**config.mk**
```make
export PLATFORM = sky130hd
export DESIGN_NAME = mips_controller
export DESIGN_NICKNAME = d
export VERILOG_FILES = /design/src/rtl/mips_pkg.sv /design/src/rtl/mips_controller_alu_op_map.sv /design/src/rtl/mips_controller.sv
export SDC_FILE = /design/constraint.sdc
export NUM_CORES = 1
export LEC_CHECK = 0
export CAP_MARGIN = 15
export CORE_MARGIN = 2
export CORE_UTILIZATION = 40
export DETAILED_ROUTE_END_ITERATION = 6
export PLACE_DENSITY = 0.85
export SLEW_MARGIN = 5
export SYNTH_ARGS = -nofsm -noshare
export SYNTH_HDL_FRONTEND = slang
export SYNTH_SLANG_ARGS = --single-unit
```
**constraint.sdc**
```tcl
create_clock -name clk -period 4.4 [get_ports clk]
set_input_delay 1.1 -clock clk [delete_from_list [all_inputs] [get_ports clk]]
set_output_delay 1.1 -clock clk [all_outputs]
set_load 0.02 [all_outputs]
```
**src/rtl/mips_pkg.sv**
```systemverilog
// Shared encodings for the multicycle MIPS controller and datapath ALU.
package mips_pkg;

  // Sixteen states fill the 4-bit encoding exactly, so R-type and I-type
  // writeback share one state and pick RegDst from the opcode.
  typedef enum logic [3:0] {
    S_INIT      = 4'd0,
    S_FETCH     = 4'd1,
    S_IR_LOAD   = 4'd2,
    S_DECODE    = 4'd3,
    S_EXEC_R    = 4'd4,
    S_EXEC_I    = 4'd5,
    S_WB_ALU    = 4'd6,
    S_MEM_ADDR  = 4'd7,
    S_MEM_READ  = 4'd8,
    S_MEM_WB    = 4'd9,
    S_MEM_WRITE = 4'd10,
    S_BRANCH    = 4'd11,
    S_JUMP      = 4'd12,
    S_JAL       = 4'd13,
    S_JR        = 4'd14,
    S_HALT      = 4'd15
  } state_t;

  // Opcodes (IR[31:26]) and the one funct value decoded here.
  localparam logic [5:0] OP_RTYPE = 6'h00;
  localparam logic [5:0] OP_J     = 6'h02;
  localparam logic [5:0] OP_JAL   = 6'h03;
  localparam logic [5:0] OP_BEQ   = 6'h04;
  localparam logic [5:0] OP_BNE   = 6'h05;
  localparam logic [5:0] OP_ADDIU = 6'h09;
  localparam logic [5:0] OP_SLTI  = 6'h0A;
  localparam logic [5:0] OP_SLTIU = 6'h0B;
  localparam logic [5:0] OP_ANDI  = 6'h0C;
  localparam logic [5:0] OP_ORI   = 6'h0D;
  localparam logic [5:0] OP_XORI  = 6'h0E;
  localparam logic [5:0] OP_LW    = 6'h23;
  localparam logic [5:0] OP_SW    = 6'h2B;
  localparam logic [5:0] FN_JR    = 6'h08;

  // ALU operation codes, shared with the datapath ALU.
  localparam logic [5:0] ALU_ADDU  = 6'h21;
  localparam logic [5:0] ALU_SUBU  = 6'h23;
  localparam logic [5:0] ALU_AND   = 6'h24;
  localparam logic [5:0] ALU_OR    = 6'h25;
  localparam logic [5:0] ALU_XOR   = 6'h26;
  localparam logic [5:0] ALU_SLT   = 6'h2A;
  localparam logic [5:0] ALU_SLTU  = 6'h2B;
  localparam logic [5:0] ALU_PASSA = 6'h3E;

  // ALU_SrcB and PCSrc select encodings.
  localparam logic [1:0] SRCB_REGB   = 2'd0;
  localparam logic [1:0] SRCB_FOUR   = 2'd1;
  localparam logic [1:0] SRCB_IMM    = 2'd2;
  localparam logic [1:0] SRCB_IMM_SH = 2'd3;
  localparam logic [1:0] PCSRC_ALU    = 2'd0;
  localparam logic [1:0] PCSRC_ALUOUT = 2'd1;
  localparam logic [1:0] PCSRC_JUMP   = 2'd2;

  // Logical immediates zero-extend their imm16.
  function automatic logic is_logic_imm(input logic [5:0] op);
    return (op == OP_ANDI) || (op == OP_ORI) || (op == OP_XORI);
  endfunction

endpackage

```
**src/rtl/mips_controller_alu_op_map.sv**
```systemverilog
// Maps an I-type opcode to the ALU operation used in EXEC_I.
module mips_controller_alu_op_map
  import mips_pkg::*;
(
  input  logic [5:0] i_opcode,
  output logic [5:0] o_alu_op
);

  // Pure lookup; unmapped opcodes never reach EXEC_I, ADDU is a safe filler.
  always_comb begin
    o_alu_op = ALU_ADDU;
    case (i_opcode)
      OP_ADDIU: o_alu_op = ALU_ADDU;
      OP_SLTI:  o_alu_op = ALU_SLT;
      OP_SLTIU: o_alu_op = ALU_SLTU;
      OP_ANDI:  o_alu_op = ALU_AND;
      OP_ORI:   o_alu_op = ALU_OR;
      OP_XORI:  o_alu_op = ALU_XOR;
      default:  o_alu_op = ALU_ADDU;
    endcase
  end

endmodule

```
**src/rtl/mips_controller.sv**
```systemverilog
// Multicycle MIPS control FSM: one state per cycle, outputs decoded from the
// state register plus the registered IR fields (and alu_zero in BRANCH).
module mips_controller
  import mips_pkg::*;
#(
  parameter logic [5:0] HALT_OPCODE = 6'h3F
) (
  input  logic       clk,
  input  logic       rst,
  input  logic [5:0] opcode,
  input  logic [5:0] funct,
  input  logic       alu_zero,
  output logic       PCWriteCond,
  output logic       PCWrite,
  output logic       IorD,
  output logic       MemRead,
  output logic       MemWrite,
  output logic       MemToReg,
  output logic       IRWrite,
  output logic       JumpAndLink,
  output logic       isSigned,
  output logic [1:0] PCSrc,
  output logic [5:0] ALU_Op,
  output logic       ALU_SrcA,
  output logic [1:0] ALU_SrcB,
  output logic       RegWrite,
  output logic       RegDst,
  output logic       halted,
  output logic [3:0] state_dbg
);

  state_t     r_state;
  state_t     w_next;
  logic [5:0] w_imm_alu_op;

  mips_controller_alu_op_map u_alu_op_map (
    .i_opcode (opcode),
    .o_alu_op (w_imm_alu_op)
  );

  assign state_dbg = r_state;

  // State register; reset aborts any instruction and parks in INIT.
  always_ff @(posedge clk or posedge rst) begin
    if (rst) r_state <= S_INIT;
    else     r_state <= w_next;
  end

  // Next-state and Moore outputs; every output defaults to idle first.
  always_comb begin
    w_next      = r_state;
    PCWriteCond = 1'b0;
    PCWrite     = 1'b0;
    IorD        = 1'b0;
    MemRead     = 1'b0;
    MemWrite    = 1'b0;
    MemToReg    = 1'b0;
    IRWrite     = 1'b0;
    JumpAndLink = 1'b0;
    isSigned    = 1'b1;
    PCSrc       = PCSRC_ALU;
    ALU_Op      = 6'h00;
    ALU_SrcA    = 1'b0;
    ALU_SrcB    = SRCB_REGB;
    RegWrite    = 1'b0;
    RegDst      = 1'b0;
    halted      = 1'b0;
    case (r_state)
      S_INIT: begin
        isSigned = 1'b0;
        w_next   = S_FETCH;
      end
      S_FETCH: begin
        MemRead = 1'b1;
        w_next  = S_IR_LOAD;
      end
      S_IR_LOAD: begin
        IRWrite  = 1'b1;
        ALU_SrcB = SRCB_FOUR;
        ALU_Op   = ALU_ADDU;
        PCWrite  = 1'b1;
        w_next   = S_DECODE;
      end
      S_DECODE: begin
        ALU_SrcB = SRCB_IMM_SH;
        ALU_Op   = ALU_ADDU;
        if (opcode == HALT_OPCODE) begin
          w_next = S_HALT;
        end else begin
          case (opcode)
            OP_RTYPE:       w_next = (funct == FN_JR) ? S_JR : S_EXEC_R;
            OP_LW, OP_SW:   w_next = S_MEM_ADDR;
            OP_BEQ, OP_BNE: w_next = S_BRANCH;
            OP_J:           w_next = S_JUMP;
            OP_JAL:         w_next = S_JAL;
            OP_ADDIU, OP_SLTI, OP_SLTIU,
            OP_ANDI, OP_ORI, OP_XORI: w_next = S_EXEC_I;
            default:        w_next = S_HALT;
          endcase
        end
      end
      S_EXEC_R: begin
        ALU_SrcA = 1'b1;
        ALU_Op   = funct;
        w_next   = S_WB_ALU;
      end
      S_EXEC_I: begin
        ALU_SrcA = 1'b1;
        ALU_SrcB = SRCB_IMM;
        ALU_Op   = w_imm_alu_op;
        isSigned = ~is_logic_imm(opcode);
        w_next   = S_WB_ALU;
      end
      S_WB_ALU: begin
        RegDst   = (opcode == OP_RTYPE);
        RegWrite = 1'b1;
        isSigned = ~is_logic_imm(opcode);
        w_next   = S_FETCH;
      end
      S_MEM_ADDR: begin
        ALU_SrcA = 1'b1;
        ALU_SrcB = SRCB_IMM;
        ALU_Op   = ALU_ADDU;
        w_next   = (opcode == OP_SW) ? S_MEM_WRITE : S_MEM_READ;
      end
      S_MEM_READ: begin
        IorD    = 1'b1;
        MemRead = 1'b1;
        w_next  = S_MEM_WB;
      end
      S_MEM_WB: begin
        MemToReg = 1'b1;
        RegWrite = 1'b1;
        w_next   = S_FETCH;
      end
      S_MEM_WRITE: begin
        IorD     = 1'b1;
        MemWrite = 1'b1;
        w_next   = S_FETCH;
      end
      S_BRANCH: begin
        ALU_SrcA = 1'b1;
        ALU_Op   = ALU_SUBU;
        PCSrc    = PCSRC_ALUOUT;
        PCWrite  = (opcode == OP_BEQ) ? alu_zero : ~alu_zero;
        w_next   = S_FETCH;
      end
      S_JUMP: begin
        PCSrc   = PCSRC_JUMP;
        PCWrite = 1'b1;
        w_next  = S_FETCH;
      end
      S_JAL: begin
        PCSrc       = PCSRC_JUMP;
        PCWrite     = 1'b1;
        JumpAndLink = 1'b1;
        RegWrite    = 1'b1;
        w_next      = S_FETCH;
      end
      S_JR: begin
        ALU_SrcA = 1'b1;
        ALU_Op   = ALU_PASSA;
        PCWrite  = 1'b1;
        w_next   = S_FETCH;
      end
      S_HALT: begin
        isSigned = 1'b0;
        halted   = 1'b1;
        w_next   = S_HALT;
      end
      default: begin
        isSigned = 1'b0;
        w_next   = S_INIT;
      end
    endcase
  end

endmodule

```
==> reports/results.txt, run 1 <==
Setup slack on the worst reg-to-reg path comes out at 2.74 ns. The capture point of the worst reg-to-reg path was state_dbg[3]$_DFF_PP0_. The root buffer cell was sky130_fd_sc_hd__clkbuf_4. The number of global-route vias before repair came out at 864.

The run gives 0.759 mW as the power after layout. In the final timing run, aggregate negative setup slack is 0 ns. For the length of the first detailed-routing pass in iterations, the log shows 6.

The worst hold path terminates at state_dbg[3]$_DFF_PP0_. The worst hold path was traced through 3 stages. Setup repair after global routing left no endpoint under its margin. The critical path startpoint is opcode[5].

Number of H-tree levels: 1. Data on the critical path is required at its endpoint by 3.30 ns. Setup violations remaining at the end of the flow were counted as 0.

Launching element type of the critical path: an input port. The worst setup path is of the in -> out kind. The min-delay analysis places its worst path in the category reg -> reg. The tightest hold margin came out at 0.769 ns.

The initial cell density of the core was 0.417. The number of remaining DRC errors was 0; the switching power as a share of total power was 0.541. The critical path contains buffers and inverters numbering 2 combined. The number of antenna violations at the first check in global routing was 0; the filler cell count in the final layout was 156. Counting the buffers created by CTS gives 3. At the end of the flow, the number of nets in the layout was 170. Input and output buffers added on the ports amount to 40. STA puts the critical path data arrival time at 3.16 ns. Routability-driven placement finished with a final weighted congestion of 0.935. For this design the static power due to leakage is 0.429 nW. The number of enable flip-flop cells after synthesis works out to 0. For the register area share after synthesis, the log shows 0.141.

The worst setup path is captured at an output pin. The synthesized area divided by synthesized cell count works out to 6.08 um2. TritonCTS built the clock tree. The overall track demand over capacity in global routing was 0.240; the worst-skew pair later-pin latency was 0.24 ns. The flip-flop and latch count after synthesis is 4, and the number of instances in the synthesized netlist is 117. In this run the power density over the cells is 660 nW/um2. At the pin with the least slew margin, the transition time is 0.597 ns. The signal on the critical path passes through clkdlybuf4s50_1, nor3b_4, nor3b_1, o21ai_1, a22oi_1, o22ai_1, clkdlybuf4s50_1. The time the worst path needs with I/O delays and setup works out to 4.26 ns. Maximum cell stage delay along the critical path: 0.57 ns. The clock passes through at most 2 buffers. The sequential fraction of design power was 0.153; the area of the core was 1710 um2. Startpoint of the most critical register-to-register path: state_dbg[2]$_DFF_PP0_. Share of flip-flops with an asynchronous set or reset after synthesis: 1.00. The clock skew after layout was 0.00308 ns; the final worst-path cycle share was 0.968. The hold path startpoint was state_dbg[0]$_DFF_PP0_. Synthesis produced a netlist with a net count of 132. The count of warnings emitted by yosys was 0; the post-detailed-placement half-perimeter wirelength was 1.83 mm.

After detailed routing, the average wire length per cell comes to 13.2 um. Final routed wirelength across all metal layers: 2.36 mm. For the worst ir drop on vdd, the log shows 0.394 mV.

Row generation in the floorplan step produced 15 rows. For the total vias in the final route, the log shows 1000. The number of hold buffers added after CTS was 0. The tools report the final count of pins violating max slew as 0. The run gives 0 as the total overflow reported by the global router. The power share of the combinational group is 0.784. The net switching power was 0.411 mW; the TritonCTS sink count was 4.

Post-layout utilization of the core: 0.673. The most numerous cell type found on the critical path is sky130_fd_sc_hd__clkdlybuf4s50_1. The remaining antenna violation count is 0, and the number of DRC markers after the initial detailed-route iteration is 42. Measured along the x axis, the die boundary spans 46.2 um. Static timing analysis puts the maximum clock frequency at 235 MHz. The flow ran to the end, and the final reports show no timing, DRC or antenna violations. Register clock-pin slew on the reported worst setup and hold paths: 0.04 ns. The number of cells on the worst reg-to-reg path is 5. For the number of top-level pins, the log shows 42. The slowest stage of the critical path belongs to the cell sky130_fd_sc_hd__clkdlybuf4s50_1. Layout cell share with drive strength beyond 1: 0.0719. The run gives 0.062 as the clock power share. The tightest slew margin relative to the limit was 0.602; the maximum number of pins on one net before global-route repair was 22. The kind of cell with the highest combined delay on the critical path was buffers and inverters.

The post-detailed-route via-to-cell ratio works out to 5.62. The floorplan step defined a die boundary enclosing 2130 um2. The first global-routing pass estimated 3.73 mm of wire.

The number of max-cap violations came out at 0. The run gives 0.348 mW as the internal power component. Dominant synthesized flop cell: sky130_fd_sc_hd__dfrtp_1. The count of unique library cells instantiated by Yosys was 36. The number of flip-flops in the largest register is 4, and the highest net fanout along the worst path is 6. In this run the vertical extent of the chip is 46.2 um. The repair_antennas step left the layout with diodes totalling 0. The number of endpoints with negative hold slack in the final report is 0, and the cell area after synthesis is 712 um2. Compared with the post-synthesis result, the final layout area differs by 61.5%.
==> per-stage QoR <==
stage	instances	cell area, um2	setup slack, ns
floorplan	117	712	1.23
global placement	175	1120	0.216
detailed placement	175	1120	0.153
CTS	178	1140	0.139
global route	178	1150	0.0234
finish	178	1150	0.141
==> logic make-up after synthesis <==
kind of cell,Yosys count,share of synthesized area
other cells,1,0.00527
xor+xnor,3,0.0369
buf+inv,17,0.0949
compound gates,38,0.330
simple gates,54,0.392
flops,4,0.141
==> layout make-up <==
| type | count | area, um2 | area share |
|---|---|---|---|
| multi-input combinational | 96 | 551 | 0.479 |
| sequential | 4 | 100 | 0.0871 |
| timing repair buffer | 42 | 415 | 0.361 |
| inverter | 8 | 30.0 | 0.0261 |
| clock buffer | 3 | 22.5 | 0.0196 |
| tap | 25 | 31.3 | 0.0272 |
==> power by group through the flow <==
stage | logic, mW | registers, mW | clock network [mW]
2_1_floorplan | 0.374 | 0.0897 | 0
3_3_place_gp | 0.591 | 0.116 | 0
3_5_place_dp | 0.595 | 0.116 | 0
4_1_cts | 0.596 | 0.116 | 0.0496
5_1_grt | 0.648 | 0.125 | 0.0516
6_report | 0.595 | 0.116 | 0.0474
==> placed cells by master, fill, tap and decap left out, types with 2 or more instances in the layout <==
master	Yosys	routed
sky130_fd_sc_hd__buf_4	1	2
sky130_fd_sc_hd__nand3_1	4	4
sky130_fd_sc_hd__a21oi_1	11	11
sky130_fd_sc_hd__nand2_1	17	17
sky130_fd_sc_hd__nor3_1	7	7
sky130_fd_sc_hd__nor4b_1	2	2
sky130_fd_sc_hd__o21ai_1	2	2
sky130_fd_sc_hd__o21ai_0	9	9
sky130_fd_sc_hd__inv_1	7	7
sky130_fd_sc_hd__a22oi_1	2	2
sky130_fd_sc_hd__nand4_1	2	2
sky130_fd_sc_hd__dfrtp_1	4	4
sky130_fd_sc_hd__clkbuf_4	0	3
sky130_fd_sc_hd__nor2_1	16	16
sky130_fd_sc_hd__o22ai_1	4	4
sky130_fd_sc_hd__xnor2_1	2	2
sky130_fd_sc_hd__clkdlybuf4s50_1	0	40
==> worst min-delay path: stages, from the launching register on <==
cell	delay, ns
sky130_fd_sc_hd__dfrtp_1	0.31
sky130_fd_sc_hd__buf_4	0.23
sky130_fd_sc_hd__a31oi_1	0.13
sky130_fd_sc_hd__o31ai_2	0.05
==> per-layer routing <==
metal  vias up  part of all wire  global-route usage
li1        493                 -                   -
met1       442              0.42               0.286
met2        61              0.48               0.419
met3         4             0.082              0.0510
met4         0            0.0093              0.0857
met5         -                 0                   0
==> how the worst max path moves through the flow <==
stage | end | slack [ns] | depth (start not counted)
2_1_floorplan | ALU_Op[0] | 1.23 | 6
3_3_place_gp | PCWrite | 0.22 | 6
3_5_place_dp | ALU_Op[0] | 0.15 | 7
4_1_cts | ALU_Op[0] | 0.14 | 7
5_1_grt | ALU_Op[0] | 0.02 | 7
6_report | ALU_Op[0] | 0.14 | 7
==> cells in the mapped netlist, drive strengths merged, types with 2 or more instances <==
library cell | number | area share
xnor2 | 2 | 0.025
nand3 | 4 | 0.028
nor4b | 3 | 0.046
buf | 2 | 0.016
inv | 8 | 0.042
dfrtp | 4 | 0.14
nor3 | 7 | 0.049
nand4 | 2 | 0.018
a22oi | 2 | 0.021
o21ai | 11 | 0.077
o22ai | 4 | 0.035
o31ai | 2 | 0.028
nor3b | 2 | 0.028
clkbuf | 7 | 0.037
nand2 | 18 | 0.098
nor2 | 16 | 0.084
a21oi | 11 | 0.077
==> timing repair <==
| item | 4_1_cts | 5_1_grt |
|---|---|---|
| buffers inserted | 0 | 0 |
| gates resized for setup | 0 | 1 |
| setup endpoints to repair | 0 | 1 |
(Power assumes the default switching activity.)
==> run 2, diff against run 1 <==
==> constraint.sdc (replaced) <==
create_clock -name clk -period 4.4 [get_ports clk]
set_input_delay 0.44 -clock clk [delete_from_list [all_inputs] [get_ports clk]]
set_output_delay 0.44 -clock clk [all_outputs]
set_load 0.02 [all_outputs]
==> run 2 against run 1 <==
  * Die area did not move
  * Clock skew decreased by 0.00082 ns
  * Register-to-register slack is essentially flat
  * Wire length rose by 5.1%
  * Sequential power grew 22%
  * Setup slack improved by 1.2 ns
  * Critical path type is now reg -> out
  * Largest power group unchanged
==> reports/results.txt, run 2 (synthesis gave the netlist of run 1 again) <==
The flow ran to the end, and the final reports show no timing, DRC or antenna violations. Highest net fanout along the worst path: 21 (+15). The logs give 1 (unchanged) for the number of H-tree levels and 326 MHz (+39%) for the maximum operating frequency. The x dimension of the die was 46.2 um (unchanged); the worst ir drop on vdd was 0.311 mV (-21%). The setup path with the least slack is of type reg -> out. The worst setup slack after layout came out at 1.33 ns (+1.19 ns). The setup-violating endpoint count in the final report was 0 (unchanged); the maximum number of pins on one net before global-route repair was 22 (unchanged). The total overflow reported by the global router is 0 (unchanged), and the layout cell share with drive strength beyond 1 is 0.0596 (-0.0123). The average detailed-routed wire length per instance is 14.1 um (+6.3%), and the number of antenna violations at the first check in global routing is 0 (unchanged).

The total vias in the final route was 1015 (+1.5%). The post-detailed-route via-to-cell ratio works out to 5.77 (+2.7%). The kind of capture point of the worst setup path was an output pin. The number of nets in the final layout is 168 (-1.2%), and the number of flip-flops in the largest register is 4 (unchanged). The post-detailed-placement half-perimeter wirelength is 1.94 mm (+5.9%), and the clock skew after layout is 0.00226 ns (-0.000822 ns). Setup repair after global routing left no endpoint under its margin.

For the length of the first detailed-routing pass in iterations, the log shows 4 (-2). The run gives 0.760 mW (about the same) as the power after layout. The run gives 2 (unchanged) as the clock tree buffer depth. For the required time of the worst setup path, the log shows 3.96 ns (+0.66 ns).

For the worst setup slack after placement, the log shows 1.38 ns (+1.22 ns). The run gives 0.569 (-0.0336) as the tightest slew margin relative to the limit. The remaining antenna violation count is 0 (unchanged), and the number of remaining DRC errors is 0 (unchanged). The tools report the placer's final routability congestion estimate as 0.920 (-1.6%).

The number of buffers created by CTS is 3 (unchanged), and the register clock-pin slew on the reported worst setup and hold paths is 0.04 ns (about the same). The number of global-route vias before repair was 911 (+5.4%). The number of cell instances on the worst register-to-register path is 5 (unchanged), and the global-route wire length before repair is 3.95 mm (+5.7%). The logs give 0 (unchanged) for the number of buffers added to fix hold violations after cts and 0 (unchanged) for the post-CTS setup-driven buffer insertion count. Launching element type of the critical path: a flip-flop. The power density over the cells was 673 nW/um2 (+2.0%). The path class of the tightest hold or removal check is in -> async.

Final worst-path cycle share: 0.698 (-0.270). The tools report the static leakage as 0.416 nW (-2.9%). Leaving out fill and tap cells, the most frequent cell in the layout is sky130_fd_sc_hd__clkdlybuf4s50_1. The number of port buffers is 40 (unchanged). TritonCTS built the clock tree.

Die extent in y: 46.2 um (unchanged). The total die area is 2130 um2 (unchanged), and the time the worst path needs with I/O delays and setup is 3.07 ns (-1.19 ns). The TritonCTS sink count is 4 (unchanged). The logs give 0 (unchanged) for the count of inserted antenna diode cells and 1710 um2 (unchanged) for the area of the core. The number of DRC markers after the initial detailed-route iteration was 19 (-55%); the layout overhead on the synthesized area was 58.5%. The tools report the final routed wirelength across all metal layers as 2.48 mm (+5.1%). The logs give 0.417 (unchanged) for the initial cell density of the core and 0 (unchanged) for the number of endpoints with negative hold slack in the final report. For the number of max-cap violations, the log shows 0 (unchanged). The tools report the root buffer cell as sky130_fd_sc_hd__clkbuf_4.

The sum of negative setup slack was 0 ns (unchanged); the worst-skew pair later-pin latency was 0.23 ns (about the same). The total non-filler cell area in the finished layout is 1130 um2 (-1.8%), and the overall track demand over capacity in global routing is 0.250 (+0.00998). The tightest hold margin is 0.385 ns (-0.384 ns). The slew at the pin closest to its max-slew limit came out at 0.647 ns (+0.0504 ns).

In the layout the commonest cells are sky130_fd_sc_hd__clkdlybuf4s50_1, sky130_fd_sc_hd__nand2_1, sky130_fd_sc_hd__nor2_1. The run gives 1110 um2 (-1.3%) as the total cell area at the placement stage. The logs give 0 (unchanged) for the final count of pins violating max slew and 42 (unchanged) for the number of top-level pins.

The run gives 15 (unchanged) as the row count. The number of gates resized after cts was 0 (unchanged). The tools report the data arrival time of the critical path as 2.63 ns (-0.53 ns).
[run 2: changes by cell type in the layout (fill, tap and decap cells not counted)]
cell / previous run / this run
sky130_fd_sc_hd__nor3b_4: 1 / 0
sky130_fd_sc_hd__nor3b_2: 0 / 1
sky130_fd_sc_hd__buf_4: 2 / 0
[run 2: worst max-delay path: stages (launching register included)]
cell and delay [ns]:
sky130_fd_sc_hd__dfrtp_1 0.75, sky130_fd_sc_hd__inv_1 0.25, sky130_fd_sc_hd__nand2_1 0.24, sky130_fd_sc_hd__a21oi_1 0.11, sky130_fd_sc_hd__a41o_1 0.27, sky130_fd_sc_hd__a22oi_1 0.13, sky130_fd_sc_hd__clkdlybuf4s50_1 0.64
[run 2: layer usage]
metal	up-vias	global-route usage	part of all wire
met5	-	0	0
met4	0	0.0686	0
met3	0	0.0392	0.063
met2	46	0.447	0.54
met1	477	0.305	0.40
li1	492	-	-
[run 2: layout make-up]
class,instances,area [um2]
clock buffer,3,22.5
fill,162,579
inverter,8,30.0
multi-input combinational,96,544
sequential,4,100
tap,25,31.3
timing repair buffer,40,400
[run 2: path summary, 6_finish.rpt]
kind | from | endpoint | slack [ns]
setup / recovery | state_dbg[0]$_DFF_PP0_ | isSigned | 1.33
min in group clk | state_dbg[1]$_DFF_PP0_ | state_dbg[1]$_DFF_PP0_ | 0.88
hold reg to reg | state_dbg[1]$_DFF_PP0_ | state_dbg[1]$_DFF_PP0_ | 0.88
setup reg to reg | state_dbg[2]$_DFF_PP0_ | state_dbg[3]$_DFF_PP0_ | 2.73
hold / removal | rst | state_dbg[3]$_DFF_PP0_ | 0.39
max in group asynchronous | rst | state_dbg[2]$_DFF_PP0_ | 3.87
[run 2: power breakdown]
part,total (mW),switching (mW),internal [mW],leakage [nW]
Sequential,0.142,0.0886,0.0535,0.0479
Combinational,0.572,0.315,0.258,0.355
Clock,0.0453,0.0148,0.0305,0.0138
Total,0.760,0.418,0.342,0.416
[run 2: through the flow]
step                 util  std cells
detailed placement  0.648        173
global route        0.661        176
CTS                 0.661        176
finish              0.661        176
floorplan               -        117
global placement    0.648        173
==> run 3, diff against run 2 <==
CORE_UTILIZATION = 37   (was 40)
PLACE_DENSITY = 0.79   (was 0.85)
clock period = 3 ns   (was 4.4 ns; I/O delays follow)
==> run 3 against run 2 <==
  * Sequential share of layout area shrank 0.059 points
  * Global-route usage is 0.38 points lower
  * Critical endpoint unchanged
  * Register-to-register slack worse by 1.5 ns
  * Setup slack got worse by 1.1 ns
  * Combinational power rose by 52%
  * Core utilization fell by 1.7 points
  * Count of clock-buffer cells in the layout unchanged
  * Sequential power rose by 37%
  * First-iteration DRC count up 95%
  * Clock skew decreased by 0.0014 ns
  * Cell area up 0.67%
  * Largest power group unchanged
==> reports/results.txt, run 3 (synthesis gave the netlist of run 1 again) <==
The total overflow reported by the global router is 0 (unchanged), and the initial cell density of the core is 0.404 (-0.0133). The tools report the length of the first detailed-routing pass in iterations as 4 (unchanged). Filler cell count in the final layout: 182 (+12%).

The layout overhead on the synthesized area came out at 59.6%. The logic depth of the worst setup path including buffers is 6 (unchanged). The post-detailed-placement half-perimeter wirelength was 1.98 mm (+2.2%); the number of DRC markers after the initial detailed-route iteration was 37 (+18). The net switching power came out at 0.619 mW (+48%). The clock power share came out at 0.058 (-0.002).

The number of port buffers is 40 (unchanged), and the number of endpoints with negative hold slack in the final report is 0 (unchanged). The number of cell instances on the worst register-to-register path is 5 (unchanged), and the number of gates resized after cts is 0 (unchanged). For the area used by multi-input combinational logic, the log shows 544 um2 (unchanged). The average detailed-routed wire length per instance is 14.6 um (+3.7%). The final routed wirelength across all metal layers is 2.58 mm (+4.3%), and the number of antenna violations at the first check in global routing is 0 (unchanged). The tightest slew margin relative to the limit is 0.597 (+0.0285). The kind of cell with the highest combined delay on the critical path is buffers and inverters.

The top cell types in the final layout, fill and taps aside, are sky130_fd_sc_hd__clkdlybuf4s50_1, sky130_fd_sc_hd__nand2_1, sky130_fd_sc_hd__nor2_1. Setup-violating endpoint count in the final report: 0 (unchanged). The highest net fanout along the worst path works out to 16 (-24%).

The logs give 0.247 (-0.00382) for the overall track demand over capacity in global routing and 3.97 mm (+0.53%) for the global-route wire length before repair. The tools report the final count of pins violating max slew as 0 (unchanged). For the TritonCTS sink count, the log shows 4 (unchanged). The launching element type of the critical path was a flip-flop. The post-CTS setup-driven buffer insertion count was 0 (unchanged); the area occupied by registers was 100 um2 (unchanged).

The root buffer cell was sky130_fd_sc_hd__clkbuf_4. The slew at the pin closest to its max-slew limit came out at 0.604 ns (-0.0428 ns). The path category of the worst min-delay check was in -> async.

TritonCTS built the clock tree. The fraction of met1 tracks used by global routing is 0.330 (+0.0243). The flow ran to the end, and the final reports show no timing, DRC or antenna violations. For the worst ir drop on vdd, the log shows 0.638 mV (+100%).

In this run the worst setup path terminates at isSigned. On the critical path, the stage with the largest delay is an instance of sky130_fd_sc_hd__dfrtp_1. The logs give 1 (unchanged) for the number of H-tree levels and 0.421 nW (+1.1%) for the static leakage.

The layout cell share with drive strength beyond 1 was 0.0658 (+0.00619). Kind of capture point of the worst setup path: an output pin. The critical path in this run is classified as reg -> out.

The maximum cell stage delay along the critical path is 0.69 ns (-0.06 ns), and the worst-skew pair later-pin latency is 0.23 ns (about the same). The maximum number of pins on one net before global-route repair was 19 (-14%). Walking the worst path, the cells encountered are inv_2, nand2_1, a21oi_1, a41o_1, a22oi_1, clkdlybuf4s50_1.

The run gives 2.70 ns (-1.26 ns) as the required time of the worst setup path. The number of buffers and inverters on the critical path is 2 (unchanged). The total die area came out at 2290 um2 (+7.4%). The sequential fraction of design power is 0.173 (-0.014), and the met2 track demand over resource in global routing is 0.421 (-0.0259).

The x dimension of the die is 47.9 um (+3.6%), and the number of flip-flops in the largest register is 4 (unchanged). The cell count after placement is 174 (+0.58%). The logs give 0.509 mW (+49%) for the internal power component and 0 (unchanged) for the number of max-cap violations. For the slack of the worst reg-to-reg path, the log shows 1.22 ns (-1.51 ns). The power share of the combinational group is 0.769 (+0.016). The count of inserted antenna diode cells was 0 (unchanged); the number of buffers created by CTS was 3 (unchanged). The post-detailed-route via-to-cell ratio came out at 5.69 (-1.3%).

The logs give 0 ns (unchanged) for the sum of negative setup slack and 0.000842 ns (-0.00141 ns) for the clock skew after layout. The remaining antenna violation count is 0 (unchanged), and the switching power as a share of total power is 0.549 (-0.00153). The clock tree buffer depth is 2 (unchanged), and the area of the core is 1760 um2 (+3.3%). Setup repair after global routing left no endpoint under its margin. The tools report the placer's final routability congestion estimate as 0.895 (-2.7%). The data arrival time of the critical path is 2.43 ns (-0.20 ns).

Total vias in the final route: 1008 (-0.69%). For the number of nets in the final layout, the log shows 169 (+0.60%). Most common library cell in the layout ignoring fill and taps: sky130_fd_sc_hd__clkdlybuf4s50_1.

After layout, the minimum clock period comes to 2.73 ns. Tracing the worst setup path back leads to its startpoint at state_dbg[1]$_DFF_PP0_. Based on the critical path, the design can be clocked at up to 366 MHz.

The post-route non-filler standard cell count came out at 177 (+0.57%). For the number of top-level pins, the log shows 42 (unchanged). The row count is 15 (unchanged), and the register clock-pin slew on the reported worst setup and hold paths is 0.04 ns (about the same). Power density over the cells: 993 nW/um2 (+47%). The layer flagged by global routing as most heavily used is met2. In this run the critical register-to-register path is captured at state_dbg[3]$_DFF_PP0_. The global-route met3 utilization was 0.0453 (+0.00607). For the number of global-route vias before repair, the log shows 832 (-8.7%).

The final worst-path cycle share was 0.910; the die extent in y was 47.9 um (+3.6%). For the number of remaining DRC errors, the log shows 0 (unchanged). In this run the critical register-to-register path is launched from state_dbg[2]$_DFF_PP0_.

The run gives 0 (unchanged) as the number of buffers added to fix hold violations after cts.
[run 3: cell types whose count changed in the layout (fill, tap and decap cells not counted)]
cell / before / now
sky130_fd_sc_hd__buf_4: 0 / 1
[run 3: how the worst min path moves through the flow]
stage	from	endpoint	slack (ns)	depth (start not counted)
floorplan	rst	state_dbg[0]$_DFF_PP0_	0.07	1
global placement	rst	state_dbg[0]$_DFF_PP0_	0.49	2
detailed placement	rst	state_dbg[0]$_DFF_PP0_	0.50	2
CTS	rst	state_dbg[0]$_DFF_PP0_	0.25	2
global route	rst	state_dbg[1]$_DFF_PP0_	0.26	2
finish	rst	state_dbg[1]$_DFF_PP0_	0.25	2
[run 3: final cells by class]
| cell class | instances | area share |
|---|---|---|
| Timing Repair Buffer | 41 | 0.359 |
| Sequential cell | 4 | 0.0881 |
| Tap cell | 25 | 0.0275 |
| Multi-Input combinational cell | 96 | 0.479 |
| Clock buffer | 3 | 0.0198 |
| Inverter | 8 | 0.0264 |
[run 3: per-layer routing]
metal	vias to the layer above	part of all wire
met5	-	0
met4	0	0
met3	0	0.072
met2	54	0.51
met1	460	0.42
li1	494	-
[run 3: power by group through the flow]
| stage | Combinational, mW | Sequential [mW] | Clock [mW] |
|---|---|---|---|
| after floorplan | 0.548 | 0.132 | 0 |
| after global placement | 0.850 | 0.192 | 0 |
| after detailed placement | 0.862 | 0.193 | 0 |
| after CTS | 0.869 | 0.194 | 0.0671 |
| after global routing | 0.939 | 0.202 | 0.0719 |
| final | 0.867 | 0.195 | 0.0656 |
[run 3: worst reg2reg max path: stages (launching register included)]
cell	delay, ns
sky130_fd_sc_hd__dfrtp_1	0.70
sky130_fd_sc_hd__inv_1	0.25
sky130_fd_sc_hd__nand2_1	0.22
sky130_fd_sc_hd__nor3_1	0.07
sky130_fd_sc_hd__a31oi_1	0.26
sky130_fd_sc_hd__o31ai_2	0.14
[run 3: through the flow]
stage                     power (mW)  area, um2  setup slack (ns)  utilization  hold slack [ns]
after floorplan                0.680        712              1.08            -           0.0661
after global placement          1.04       1110             0.348        0.631            0.487
after detailed placement        1.06       1110             0.282        0.631            0.496
after CTS                       1.13       1140             0.262        0.644            0.250
after global routing            1.21       1140            0.0999        0.644            0.261
final                           1.13       1140             0.269        0.644            0.249
